## src/rtl/dmem_arbiter.sv

```systemverilog
// Two-port data-memory arbiter with lockable ownership and registered read return.
// Optional DMEM_ARB_RR_EN: round-robin tie-break in IDLE (fixed port-0 priority otherwise).
module dmem_arbiter #(
    parameter int ADDR_W   = 32,
    parameter int DATA_W   = 32,
    parameter int MAX_LOCK = 8
) (
    input  logic              clk,
    input  logic              rst,
    input  logic              p0_req,
    input  logic              p0_lock,
    input  logic [ADDR_W-1:0] p0_addr,
    input  logic              p0_we,
    input  logic [DATA_W-1:0] p0_wdata,
    input  logic [2:0]        p0_width,
    output logic              p0_gnt,
    output logic              p0_rvalid,
    output logic [DATA_W-1:0] p0_rdata,
    input  logic              p1_req,
    input  logic              p1_lock,
    input  logic [ADDR_W-1:0] p1_addr,
    input  logic              p1_we,
    input  logic [DATA_W-1:0] p1_wdata,
    input  logic [2:0]        p1_width,
    output logic              p1_gnt,
    output logic              p1_rvalid,
    output logic [DATA_W-1:0] p1_rdata,
    output logic [ADDR_W-1:0] mem_addr,
    output logic [2:0]        mem_width,
    output logic              mem_we,
    output logic [DATA_W-1:0] mem_wdata,
    input  logic [DATA_W-1:0] mem_rdata
);

    typedef enum logic [1:0] {IDLE, OWN0, OWN1} state_t;

    localparam logic [7:0] MAX_LOCK_C = 8'(MAX_LOCK);
    // With MAX_LOCK of 1 the first locked grant already exhausts the budget.
    localparam bit         LOCK_EN    = (MAX_LOCK > 1);

    state_t      state_reg, state_next;
    logic [7:0]  lock_cnt_reg, lock_cnt_next;
    logic [7:0]  cnt_inc;
    logic        gnt0_c, gnt1_c;
    logic        tie_to_p1;
    logic [1:0]  gnt_v, we_v;
    logic [1:0]  rvalid_reg;
    logic [DATA_W-1:0] rdata_reg [2];

`ifdef DMEM_ARB_RR_EN
    logic last_winner_reg;

    always_ff @(posedge clk or posedge rst) begin
        if (rst)
            last_winner_reg <= 1'b1;
        else if (gnt1_c)
            last_winner_reg <= 1'b1;
        else if (gnt0_c)
            last_winner_reg <= 1'b0;
    end

    assign tie_to_p1 = ~last_winner_reg;
`else
    assign tie_to_p1 = 1'b0;
`endif

    assign cnt_inc = lock_cnt_reg + 8'd1;

    always_ff @(posedge clk or posedge rst) begin
        if (rst) begin
            state_reg    <= IDLE;
            lock_cnt_reg <= 8'd0;
        end else begin
            state_reg    <= state_next;
            lock_cnt_reg <= lock_cnt_next;
        end
    end

    always_comb begin
        gnt0_c        = 1'b0;
        gnt1_c        = 1'b0;
        state_next    = state_reg;
        lock_cnt_next = lock_cnt_reg;
        case (state_reg)
            IDLE: begin
                if (p0_req && !(p1_req && tie_to_p1)) begin
                    gnt0_c = 1'b1;
                    if (p0_lock && LOCK_EN) begin
                        state_next    = OWN0;
                        lock_cnt_next = 8'd1;
                    end
                end else if (p1_req) begin
                    gnt1_c = 1'b1;
                    if (p1_lock && LOCK_EN) begin
                        state_next    = OWN1;
                        lock_cnt_next = 8'd1;
                    end
                end
            end
            OWN0: begin
                if (p0_req) begin
                    gnt0_c        = 1'b1;
                    lock_cnt_next = cnt_inc;
                    if (!p0_lock || cnt_inc >= MAX_LOCK_C) begin
                        state_next    = IDLE;
                        lock_cnt_next = 8'd0;
                    end
                end else begin
                    state_next    = IDLE;
                    lock_cnt_next = 8'd0;
                end
            end
            OWN1: begin
                if (p1_req) begin
                    gnt1_c        = 1'b1;
                    lock_cnt_next = cnt_inc;
                    if (!p1_lock || cnt_inc >= MAX_LOCK_C) begin
                        state_next    = IDLE;
                        lock_cnt_next = 8'd0;
                    end
                end else begin
                    state_next    = IDLE;
                    lock_cnt_next = 8'd0;
                end
            end
            default: begin
                state_next    = IDLE;
                lock_cnt_next = 8'd0;
            end
        endcase
    end

    // Grants are suppressed while reset is held so nothing reaches memory.
    assign p0_gnt = gnt0_c & ~rst;
    assign p1_gnt = gnt1_c & ~rst;

    assign mem_addr  = p1_gnt ? p1_addr  : p0_addr;
    assign mem_width = p1_gnt ? p1_width : p0_width;
    assign mem_wdata = p1_gnt ? p1_wdata : p0_wdata;
    assign mem_we    = (p0_gnt & p0_we) | (p1_gnt & p1_we);

    assign gnt_v = {p1_gnt, p0_gnt};
    assign we_v  = {p1_we, p0_we};

    generate
        for (genvar gi = 0; gi < 2; gi++) begin : g_port
            always_ff @(posedge clk or posedge rst) begin
                if (rst) begin
                    rvalid_reg[gi] <= 1'b0;
                    rdata_reg[gi]  <= '0;
                end else begin
                    rvalid_reg[gi] <= gnt_v[gi] & ~we_v[gi];
                    if (gnt_v[gi] && !we_v[gi])
                        rdata_reg[gi] <= mem_rdata;
                end
            end
        end
    endgenerate

    assign p0_rvalid = rvalid_reg[0];
    assign p1_rvalid = rvalid_reg[1];
    assign p0_rdata  = rdata_reg[0];
    assign p1_rdata  = rdata_reg[1];

endmodule
```

## config.mk

```make
export PLATFORM = sky130hd
export DESIGN_NAME = dmem_arbiter
export DESIGN_NICKNAME = d
export VERILOG_FILES = /design/src/rtl/dmem_arbiter.sv
export SDC_FILE = /design/constraint.sdc
export NUM_CORES = 1
export LEC_CHECK = 0
export CORE_AREA = 2 2 122 124
export CTS_BUF_LIST = sky130_fd_sc_hd__clkbuf_4
export CTS_CLUSTER_SIZE = 25
export DETAILED_ROUTE_END_ITERATION = 10
export DIE_AREA = 0 0 124 126
export PLACE_DENSITY = 0.68
export REMOVE_ABC_BUFFERS = 1
export SYNTH_ARGS = -nofsm -noshare
export SYNTH_HDL_FRONTEND = slang
export SYNTH_SLANG_ARGS = --single-unit
```

## constraint.sdc

```tcl
create_clock -name clk -period 4.3 [get_ports clk]
set_clock_uncertainty 0.1 [all_clocks]
set_input_delay 0.645 -clock clk [delete_from_list [all_inputs] [get_ports clk]]
set_output_delay 0.645 -clock clk [all_outputs]
set_load 0.02 [all_outputs]
```

[Yosys cells after proc, flatten, opt, wreduce, memory -nomap -nowiden]
Index checks and enable logic that the tools add are counted.
Operators by class
  multiply operators: 0
  equal/unequal tests: 7
  div/mod/pow operators: 0
  order comparisons: 1
  reductions and logical operators: 12
  shift operators: 0
  $add $sub $neg: 1
  multiplexer cells: 26
  bitwise operators: 10
Operators by type and width (number)
  $mux 32: 2
  $mux 8: 8
  $pmux 8 s3: 1
  $mux 2: 8
  $ne 3x3->1 const B: 5
  $add 8x1->8 const B: 1
  $ge 8x4->1 const B: 1
  $and 1x1->1: 6
  $pmux 2 s3: 1
  $reduce_and 5->1: 1
  $logic_not 1->1: 4
  $mux 1: 4
  $mux 3: 1
  $not 1->1: 3
  $reduce_and 3->1: 1
  $eq 2x1->1 const B: 1
  $eq 2x2->1 const B: 1
  $logic_and 1x1->1: 2
  $logic_not 2->1: 1
  $logic_or 1x1->1: 2
  $pmux 1 s2: 1
  $reduce_or 2->1: 1
  $or 1x1->1: 1
Storage, ports and cells
  memory bits (read-only): 0
  memories: 0
  register bits: 76
  bits in latches: 0
  RAM bits: 0
  output and inout bits: 136
  logic and storage cells: 63
  input port bits: 174

[Depth between registers and ports, before layout]
Gate-level depths: netlist of run 1.
  word-level depth: 6
  mapped depth: 8

[Worst setup path before layout of run 1]
OpenSTA, ideal clock, no wires.
  path type: input to output
  start point: input p0_req
  end point: output mem_wdata[12]
  stages on the path: 7
  data required time: 3.555 ns
  arrival: 1.629 ns
  path slack: 1.926 ns
  path through: nand2b_1 > nand3_2 > inv_2 > buf_2 > buf_2 > nand2_1 > nand2_1
Between the ends
  word-level cells in the longest chain between the ends: 4
RTL lines
  start, declared: line 10  | input logic p0_req,
  $mux 1: line 86  | if (p0_req && !(p1_req && tie_to_p1)) begin
  $pmux 1 s2: line 84  | case (state_reg)
  $and 1x1->1: line 135  | assign p1_gnt = gnt1_c & ~rst;
  $mux 32: line 139  | assign mem_wdata = p1_gnt ? p1_wdata : p0_wdata;
  end, declared: line 31  | output logic [DATA_W-1:0] mem_wdata,
No other way between the ends.

[Worst setup path in the final report of run 1]
  start point: input p0_req
  end point: output mem_wdata[30]
Same word-level chain as after synthesis.

==> results of run 1 <==
cell type report:
class / count / area, µm² / share of cell area (%)
antenna: 4 / 10.01 / 0.1358
clock inverter: 7 / 121.4 / 1.646
sequential: 76 / 1902 / 25.79
tap: 184 / 230.2 / 3.122
timing repair buffer: 314 / 3213 / 43.58
clock buffer: 9 / 67.56 / 0.9163
inverter: 3 / 11.26 / 0.1527
multi-input combinational: 315 / 1818 / 24.66
power groups by stage:
stage | sequential (W) | combinational [W] | clock (W)
3_3_place_gp | 0.000943 | 0.00112 | 0
6_report | 0.000939 | 0.00112 | 0.000566
2_1_floorplan | 0.00113 | 0.000290 | 0
3_5_place_dp | 0.000953 | 0.00113 | 0
4_1_cts | 0.000941 | 0.00113 | 0.000586
5_1_grt | 0.000961 | 0.00119 | 0.000613
cell usage in the layout (no fill, tap or decap), drive strengths merged:
cell type / Yosys / layout
and3: 1 / 1
o21ai: 2 / 2
nand3b: 1 / 1
and4b: 2 / 2
and2: 5 / 5
o2bb2ai: 1 / 1
diode: 0 / 4
o31ai: 1 / 1
nor3: 2 / 2
mux2i: 2 / 2
clkinv: 0 / 2
o32a: 1 / 1
clkbuf: 6 / 9
inv: 3 / 5
nor3b: 1 / 1
nand4: 1 / 1
a21o: 1 / 1
ha: 1 / 1
nand2: 207 / 207
clkdlybuf4s50: 0 / 302
xor2: 2 / 2
buf: 16 / 12
a211o: 1 / 1
nand2b: 3 / 3
dfrtp: 76 / 76
a32o: 1 / 1
a22o: 2 / 2
or3: 2 / 2
mux2: 64 / 64
nand3: 4 / 4
nor2: 7 / 7
bufinv: 0 / 3
worst max-delay path, cell delays in order:
cell and delay (ns):
clkdlybuf4s50_1 0.45, nand2b_1 0.22, nand3_2 0.16, inv_2 0.21
buf_12 0.28, nand2_1 0.10, nand2_1 0.09, clkdlybuf4s50_1 0.63
stage by stage:
step           instances  hold slack (ns)  util [%]  instance area (µm²)
2_1_floorplan        394           0.3912         -                 3725
3_3_place_gp         892           0.3889     50.12                 7174
3_5_place_dp         892           0.3944     50.12                 7174
4_1_cts              908           0.4243     51.44                 7363
5_1_grt              911           0.4385     51.49                 7371
6_report             912           0.4203     51.51                 7373
metal layers:
| layer | part of all wire, % | global-route usage, % | up-vias |
|---|---|---|---|
| li1 | - | - | 1955 |
| met4 | 2.0 | 7.270 | 0 |
| met3 | 14 | 10.91 | 19 |
| met2 | 48 | 34.62 | 230 |
| met5 | 0 | 0 | - |
| met1 | 36 | 20.90 | 1896 |
cells by family (layout without fill, tap and decap cells):
group                      count (synthesis)  count (layout)  share of synthesized area [%]
adders and majority gates                  1               1                         0.3258
and+or+nand+nor                          236             236                          25.02
xor gates and xnor gates                   2               2                         0.4563
AOI/OAI and AO/OA                         10              10                          2.086
muxes                                     66              66                          19.29
buffers and inverters                     25             333                          3.291
DFF                                       76              76                          49.53
other                                      0               4                              0
how the worst max path moves through the flow:
stage               slack (ns)  cells after the start   start       endpoint
finish                    0.74                      8  p0_req  mem_wdata[30]
global route              0.64                      8  p0_req  mem_wdata[31]
CTS                       0.76                      8  p0_req  mem_wdata[31]
detailed placement        0.75                      8  p0_req  mem_wdata[31]
global placement          0.83                      8  p0_req  mem_wdata[31]
floorplan                 0.71                      4  p0_req         mem_we
==> flow_summary.json, run 1 <==
{
  "outcome": "finished clean",
  "grt_pass1_vias": 4122,
  "start_kind": "primary input",
  "whs_path_depth": 1,
  "syn_area_um2": 3840,
  "start_util_pct": 26.83,
  "r2r_cells": 6,
  "track_usage_pct": 20.28,
  "netlist_instances": 416,
  "hold_violations": 0,
  "fp.dieW_um": 124,
  "ys_top_cells_by_area": "dfrtp_1 50%, nand2_1 20%, mux2_2 19%",
  "cts-resized-gates": 0,
  "hold_end": "p1_rdata[17]$_DFFE_PP0P_",
  "ys_ff_latch": 76,
  "synthFlopType": "dfrtp_1",
  "post-route-period-util_pct": 82.86,
  "avgSynthCellArea_um2": 9.231,
  "drtIter0Drc": 172,
  "crit_type": "primary input to primary output",
  "hold_path_class": "flop to flop",
  "tns_ns": 0,
  "cts_buffers": 9,
  "ir_drop_v": 0.0003919,
  "hold_buffers": 0,
  "setup_violations": 0,
  "post-route-min-period_ns": 3.563,
  "reg2reg_from": "state_reg[1]$_DFFE_PP0P_",
  "ys_types": 35,
  "fillers": 1312,
  "setup_slack_ns": 0.7369,
  "p_sw_w": 0.0008570,
  "cts_sinks": 76,
  "cts.clk_slew.worst_paths_ns": 0.12,
  "drtAntennaViolNets": 0,
  "coreArea_um2": 14310,
  "cts_tree": "done",
  "hpwl_um": 13220,
  "crit_fanout": 60,
  "antenna_found_initial": 4,
  "htree_levels": 3,
  "grt_overflow_total": 0,
  "fin_nets": 894,
  "synth_top_area_share_pct": 49.53,
  "ios": 310,
  "cts.root.buffer_cell": "clkbuf_4",
  "netlist.top_cell.by_area": "dfrtp_1",
  "grt_first_pass_wirelength_um": 23440,
  "gp_congestion": 0.8658,
  "pwr-share-seq_pct": 35.8,
  "finalPower_w": 0.002625,
  "relSlewSlack_pct": 35.19,
  "dp_worst_setup_slack_ns": 0.7533,
  "port_buffers": 309,
  "p_comb_share_pct": 42.6,
  "wl_um": 16420,
  "synth.yosys.seq_area_share_pct": 49.53,
  "worst_setup_path_end_kind": "primary output",
  "drive_above_1_share_pct": 13.40,
  "r2r-end": "p1_rdata[10]$_DFFE_PP0P_",
  "async_reset_ff_share_pct": 100.0,
  "internal_power_w": 0.001768,
  "grt_start_max_net_pins": 77,
  "swShare_pct": 32.64,
  "vias_per_cell": 4.496,
  "wl_per_cell_um": 18.00,
  "power_density_nw_per_um2": 356.1,
  "worst_pin_slew_ns": 0.9721,
  "layout-area-overhead-vs-synth_pct": 92.02,
  "p_leak_nw": 3.254,
  "post_cts_buffers": 0,
  "reg2reg_slack_ns": 2.04,
  "slew_viol_final": 0,
  "worstSkewPairLatency_ns": 0.42,
  "drv_cap": 0,
  "vias": 4100,
  "rsz0062_at_grt": "false",
  "arrival_ns": 2.82,
  "fmax_mhz": 280.7,
  "synth_edf_count": 0,
  "clkPwrFrac_pct": 21.6,
  "die_area_um2": 15620,
  "min_from": "p1_rdata[17]$_DFFE_PP0P_",
  "ys_warn_count": 0,
  "first_pass_iters": 4,
  "yosys-top-cells-count": "207 x nand2_1, 76 x dfrtp_1, 64 x mux2_2",
  "route.detailed.drc": 0,
  "crit_required_ns": 3.56,
  "yosysMostFrequentCell": "nand2_1",
  "die_h_um": 126,
  "clk_path_buf_depth": 2,
  "row_count": 44
}
Power figures use the tool's default switching activity.
==> inputs of run 2 (changes only) <==
--- a/config.mk
+++ b/config.mk
@@ -10,7 +10,7 @@
 export CTS_CLUSTER_SIZE = 25
 export DETAILED_ROUTE_END_ITERATION = 10
 export DIE_AREA = 0 0 124 126
-export PLACE_DENSITY = 0.68
+export PLACE_DENSITY = 0.71
 export REMOVE_ABC_BUFFERS = 1
 export SYNTH_ARGS = -nofsm -noshare
 export SYNTH_HDL_FRONTEND = slang
==> constraint.sdc (replaced) <==
create_clock -name clk -period 3 [get_ports clk]
set_clock_uncertainty 0.1 [all_clocks]
set_input_delay 0.45 -clock clk [delete_from_list [all_inputs] [get_ports clk]]
set_output_delay 0.45 -clock clk [all_outputs]
set_load 0.02 [all_outputs]
==> flow_summary.json, run 2 (synthesized netlist as in run 1, its figures left out) <==
{
  "cts_buffers": 9,
  "power_density_nw_per_um2": 462.8,
  "gp_congestion": 0.8695,
  "met1_usage_pct": 18.91,
  "setup_violations": 0,
  "fin_cells": 913,
  "port_buffers": 309,
  "worst_setup_path_end_kind": "primary output",
  "start_kind": "primary input",
  "slew_viol_final": 0,
  "mostFrequentLayoutCells": "272 x clkdlybuf4s50_1, 207 x nand2_1, 74 x dfrtp_1, 64 x mux2_2, 35 x dlymetal6s2s_1",
  "layout-area-overhead-vs-synth_pct": 93.12,
  "die_h_um": 126,
  "crit_required_ns": 2.45,
  "grt-busiest-layer": "met2",
  "vias_per_cell": 4.547,
  "first_pass_iters": 4,
  "drtAntennaViolNets": 0,
  "vias": 4151,
  "fin_nets": 900,
  "relSlewSlack_pct": 63.53,
  "die_area_um2": 15620,
  "worst_pin_slew_ns": 0.5463,
  "drtIter0Drc": 126,
  "placedCellCount": 897,
  "final_common_cell": "clkdlybuf4s50_1",
  "htree_levels": 3,
  "path_buf_inv": 3,
  "coreArea_um2": 14310,
  "ios": 310,
  "hold_path_class": "flop to flop",
  "cp-startpoint": "p0_req",
  "grt_use_met2_pct": 34.10,
  "cp_slowest_cell": "clkdlybuf4s50_1",
  "reg2reg_slack_ns": 1.06,
  "clk_path_buf_depth": 2,
  "drive_above_1_share_pct": 13.32,
  "slowest_delay_ns": 0.59,
  "crit_fanout": 68,
  "wl_per_cell_um": 17.05,
  "outcome": "finished clean",
  "post-route-min-period_ns": 2.846,
  "hold_violations": 0,
  "worstSkewPairLatency_ns": 0.40,
  "worstSetupEndpoint": "mem_addr[7]",
  "dp_worst_setup_slack_ns": 0.1094,
  "drv_cap": 0,
  "wl_um": 15570,
  "setup_slack_ns": 0.1542,
  "grt_start_max_net_pins": 70,
  "crit_family": "buffers and inverters",
  "post-route-period-util_pct": 94.86,
  "grt_overflow_total": 0,
  "fp.dieW_um": 124,
  "cts.root.buffer_cell": "clkbuf_4",
  "r2r-end": "p0_rdata[24]$_DFFE_PP0P_",
  "reg2reg_from": "state_reg[1]$_DFFE_PP0P_",
  "hold_buffers": 0,
  "use_met3_pct": 8.424,
  "antenna_found_initial": 1,
  "fmax_mhz": 351.4,
  "grt_pass1_vias": 4235,
  "start_util_pct": 26.83,
  "fin_util_pct": 51.81,
  "row_count": 44,
  "arrival_ns": 2.30,
  "tns_ns": 0,
  "hpwl_um": 12460,
  "crit_type": "primary input to primary output",
  "cts_sinks": 76,
  "fillers": 1281,
  "rsz0062_at_grt": "false",
  "cts.clk_slew.worst_paths_ns": 0.10,
  "crit_cells": 7,
  "r2r_cells": 5,
  "grt_first_pass_wirelength_um": 22110,
  "p_leak_nw": 3.554,
  "route.detailed.drc": 0,
  "track_usage_pct": 18.74,
  "ir_drop_v": 0.0004397,
  "cts_tree": "done",
  "crit_chain": "clkdlybuf4s50_1, nand2b_1, nand3_2, buf_12, nand2_1, nand2_1, clkdlybuf4s50_1"
}
[run 2: changes by cell type in the layout (fill, tap and decap cells not counted), moves of 2 or more]
cell,change
buf_12,-2
buf_4,+2
bufinv_16,-3
clkdlybuf4s50_1,-30
clkinvlp_4,+3
dfrtp_1,-2
dfrtp_2,+2
diode_2,-3
dlymetal6s2s_1,+35
inv_6,-2
[run 2: final cells by class]
class                   count  area (µm²)  area share [%]
diodes                      1       2.502         0.03374
clock buffers               9       67.56          0.9111
clock inverters             5       31.28          0.4218
inverters                   3       11.26          0.1518
multi-input cells         315        1818           24.51
flip-flops and latches     76        1904           25.68
well taps                 184       230.2           3.104
repair buffers            320        3351           45.18
[run 2: how the worst min path moves through the flow]
stage	start	to	slack, ns	depth (start not counted)
global route	p1_rdata[9]$_DFFE_PP0P_	p1_rdata[9]$_DFFE_PP0P_	0.43	1
floorplan	lock_cnt_reg[7]$_DFFE_PP0P_	lock_cnt_reg[7]$_DFFE_PP0P_	0.39	1
finish	p1_rdata[24]$_DFFE_PP0P_	p1_rdata[24]$_DFFE_PP0P_	0.42	1
global placement	p0_rdata[19]$_DFFE_PP0P_	p0_rdata[19]$_DFFE_PP0P_	0.39	1
CTS	p1_rdata[6]$_DFFE_PP0P_	p1_rdata[6]$_DFFE_PP0P_	0.42	1
detailed placement	p0_rdata[15]$_DFFE_PP0P_	p0_rdata[15]$_DFFE_PP0P_	0.40	1
[run 2: power by group]
group,switching (W),internal [W],leakage (nW)
Sequential,0.000113,0.00123,0.924
Combinational,0.000729,0.000871,2.58
Clock,0.000330,0.000157,0.0473
Total,0.00117,0.00226,3.55
[run 2: metal layers]
metal,wire length (µm),vias to the layer above
met5,0,-
met4,295,0
met1,5606,1955
li1,-,1966
met2,7869,209
met3,1796,21
[run 2: stage by stage]
step	total power, W	hold WS, ns	area (µm²)
after global placement	0.002946	0.3897	7199
after CTS	0.003484	0.4227	7298
after detailed placement	0.002976	0.3956	7199
final	0.003432	0.4184	7416
after floorplan	0.002028	0.3912	3725
after global routing	0.003632	0.4337	7416
[run 2: repair_timing]
action,CTS,global route
buffers inserted,0,0
endpoints found under the setup margin,0,66
gates resized for setup,0,37
hold endpoints to repair,0,0
==> inputs of run 3 (changes only) <==
--- a/config.mk
+++ b/config.mk
@@ -5,12 +5,14 @@
 export SDC_FILE = /design/constraint.sdc
 export NUM_CORES = 1
 export LEC_CHECK = 0
-export CORE_AREA = 2 2 122 124
+export CELL_PAD_IN_SITES_DETAIL_PLACEMENT = 0
+export CELL_PAD_IN_SITES_GLOBAL_PLACEMENT = 1
+export CORE_MARGIN = 2
+export CORE_UTILIZATION = 21
 export CTS_BUF_LIST = sky130_fd_sc_hd__clkbuf_4
 export CTS_CLUSTER_SIZE = 25
 export DETAILED_ROUTE_END_ITERATION = 10
-export DIE_AREA = 0 0 124 126
-export PLACE_DENSITY = 0.71
+export PLACE_DENSITY_LB_ADDON = 0.1
 export REMOVE_ABC_BUFFERS = 1
 export SYNTH_ARGS = -nofsm -noshare
 export SYNTH_HDL_FRONTEND = slang
==> constraint.sdc (replaced) <==
create_clock -name clk -period 2.4 [get_ports clk]
set_clock_uncertainty 0.1 [all_clocks]
set_input_delay 0.36 -clock clk [delete_from_list [all_inputs] [get_ports clk]]
set_output_delay 0.36 -clock clk [all_outputs]
set_load 0.02 [all_outputs]
==> flow_summary.json, run 3 (synthesized netlist as in run 1, its figures left out) <==
{
  "cp-startpoint": "rst",
  "route.detailed.drc": 0,
  "fin_util_pct": 40.61,
  "track_usage_pct": 16.85,
  "worst_setup_path_end_kind": "primary output",
  "row_count": 49,
  "reg2reg_from": "state_reg[0]$_DFFE_PP0P_",
  "relSlewSlack_pct": 74.70,
  "finalInstanceArea_um2": 7296,
  "r2r-end": "p1_rdata[30]$_DFFE_PP0P_",
  "wl_per_cell_um": 17.37,
  "grt_start_max_net_pins": 35,
  "vias": 4140,
  "start_util_pct": 21.38,
  "ios": 310,
  "worstSetupEndpoint": "mem_wdata[21]",
  "hold_violations": 0,
  "slew_viol_final": 0,
  "grt_pass1_vias": 4183,
  "cts_tree": "done",
  "coreArea_um2": 17960,
  "drive_above_1_share_pct": 24.36,
  "worstSkewPairLatency_ns": 0.41,
  "htree_levels": 3,
  "vias_per_cell": 4.233,
  "fin_nets": 917,
  "mostFrequentLayoutCells": "239 x clkdlybuf4s50_1, 207 x nand2_1, 76 x dfrtp_1, 64 x mux2_2, 49 x clkbuf_2",
  "final_common_cell": "clkdlybuf4s50_1",
  "place_area_um2": 7386,
  "die_area_um2": 19380,
  "cts.clk_slew.worst_paths_ns": 0.12,
  "cts.root.buffer_cell": "clkbuf_4",
  "crit_fanout": 14,
  "crit_type": "primary input to primary output",
  "layout-area-overhead-vs-synth_pct": 90.00,
  "drtIter0Drc": 110,
  "post-route-min-period_ns": 2.281,
  "wl_um": 16990,
  "worst_pin_slew_ns": 0.3789,
  "setup_violations": 0,
  "hold_buffers": 0,
  "first_pass_iters": 4,
  "fmax_mhz": 438.4,
  "start_kind": "primary input",
  "outcome": "finished clean",
  "ir_drop_v": 0.0003932,
  "post-route-period-util_pct": 95.04,
  "hold_slack_ns": 0.3306,
  "gp_congestion": 0.9193,
  "die_h_um": 139.2,
  "grt_first_pass_wirelength_um": 25450,
  "r2r_cells": 7,
  "hold_path_class": "primary input to asynchronous set/reset pin",
  "hpwl_um": 13550,
  "cts_sinks": 76,
  "cts_buffers": 9,
  "drv_cap": 0,
  "crit_required_ns": 1.94,
  "fp.dieW_um": 139.2,
  "arrival_ns": 1.82,
  "drtAntennaViolNets": 0,
  "clk_path_buf_depth": 2,
  "grt_overflow_total": 0,
  "antenna_found_initial": 2,
  "p_leak_nw": 3.364,
  "rsz0062_at_grt": "true",
  "power_density_nw_per_um2": 603.4,
  "tns_ns": 0,
  "reg2reg_slack_ns": 0.51,
  "port_buffers": 309
}
[run 3: cell types whose count changed in the layout (fill, tap and decap cells not counted), sizes merged]
cell / previous run / this run
clkbuf: 10 / 60
dlymetal6s2s: 35 / 0
clkdlybuf4s50: 272 / 239
buf: 12 / 41
clkdlybuf4s15: 0 / 5
dlygate4sd2: 0 / 2
bufinv: 0 / 1
clkinv: 2 / 3
diode: 1 / 2
inv: 3 / 2
[run 3: layer usage]
layer / track usage, % / up-vias / wire length, µm
met4: 5.316 / 0 / 314
met2: 28.61 / 190 / 8284
li1: - / 2006 / -
met1: 20.38 / 1927 / 7118
met3: 5.299 / 17 / 1271
met5: 0 / - / 0
[run 3: cell type report]
class / count / area, µm²
clock inverter: 6 / 65.06
sequential: 76 / 1902
clock buffer: 10 / 75.07
inverter: 3 / 16.27
fill: 1844 / 10670
multi-input combinational: 315 / 1828
tap: 229 / 286.5
antenna: 2 / 5.005
timing repair buffer: 337 / 3118
[run 3: critical path, cell delays in order]
cell,delay (ns)
clkdlybuf4s50_1,0.45
nor2_2,0.13
nand3_2,0.13
buf_6,0.16
buf_4,0.15
clkbuf_16,0.17
nand2_1,0.07
nand2_1,0.05
clkbuf_2,0.16
[run 3: what timing repair did]
action / in CTS / in global routing
cloned: 0 / 1
setup endpoints to repair: 70 / 68
pin swaps: 0 / 2
setup buffers: 0 / 2
resized for setup: 139 / 93
[run 3: worst min-delay path by stage]
stage                                startpoint                           to  slack (ns)  depth (start not counted)
global placement       p1_rdata[21]$_DFFE_PP0P_     p1_rdata[21]$_DFFE_PP0P_        0.39                          1
CTS                                         rst      p0_rdata[3]$_DFFE_PP0P_        0.28                          3
floorplan           lock_cnt_reg[7]$_DFFE_PP0P_  lock_cnt_reg[7]$_DFFE_PP0P_        0.39                          1
detailed placement     p0_rdata[18]$_DFFE_PP0P_     p0_rdata[18]$_DFFE_PP0P_        0.39                          1
finish                                      rst     state_reg[1]$_DFFE_PP0P_        0.33                          3
global route                                rst     p0_rdata[10]$_DFFE_PP0P_        0.30                          3
[run 3: where the power goes]
group          switching [W]  internal, W  leakage [nW]  total [W]
Clock               0.000450     0.000327        0.0663   0.000777
Sequential          0.000140      0.00154         0.927    0.00168
Combinational       0.000911      0.00103          2.37    0.00194
Total                0.00150      0.00290          3.36    0.00440
[run 3: per-stage QoR]
step	setup WS [ns]	total power (W)	instances
5_1_grt	0.001313	0.004669	978
4_1_cts	0.0004798	0.004503	973
6_report	0.1189	0.004402	978
2_1_floorplan	-0.7306	0.002535	394
3_3_place_gp	-0.2360	0.003723	957
3_5_place_dp	-0.2695	0.003740	957
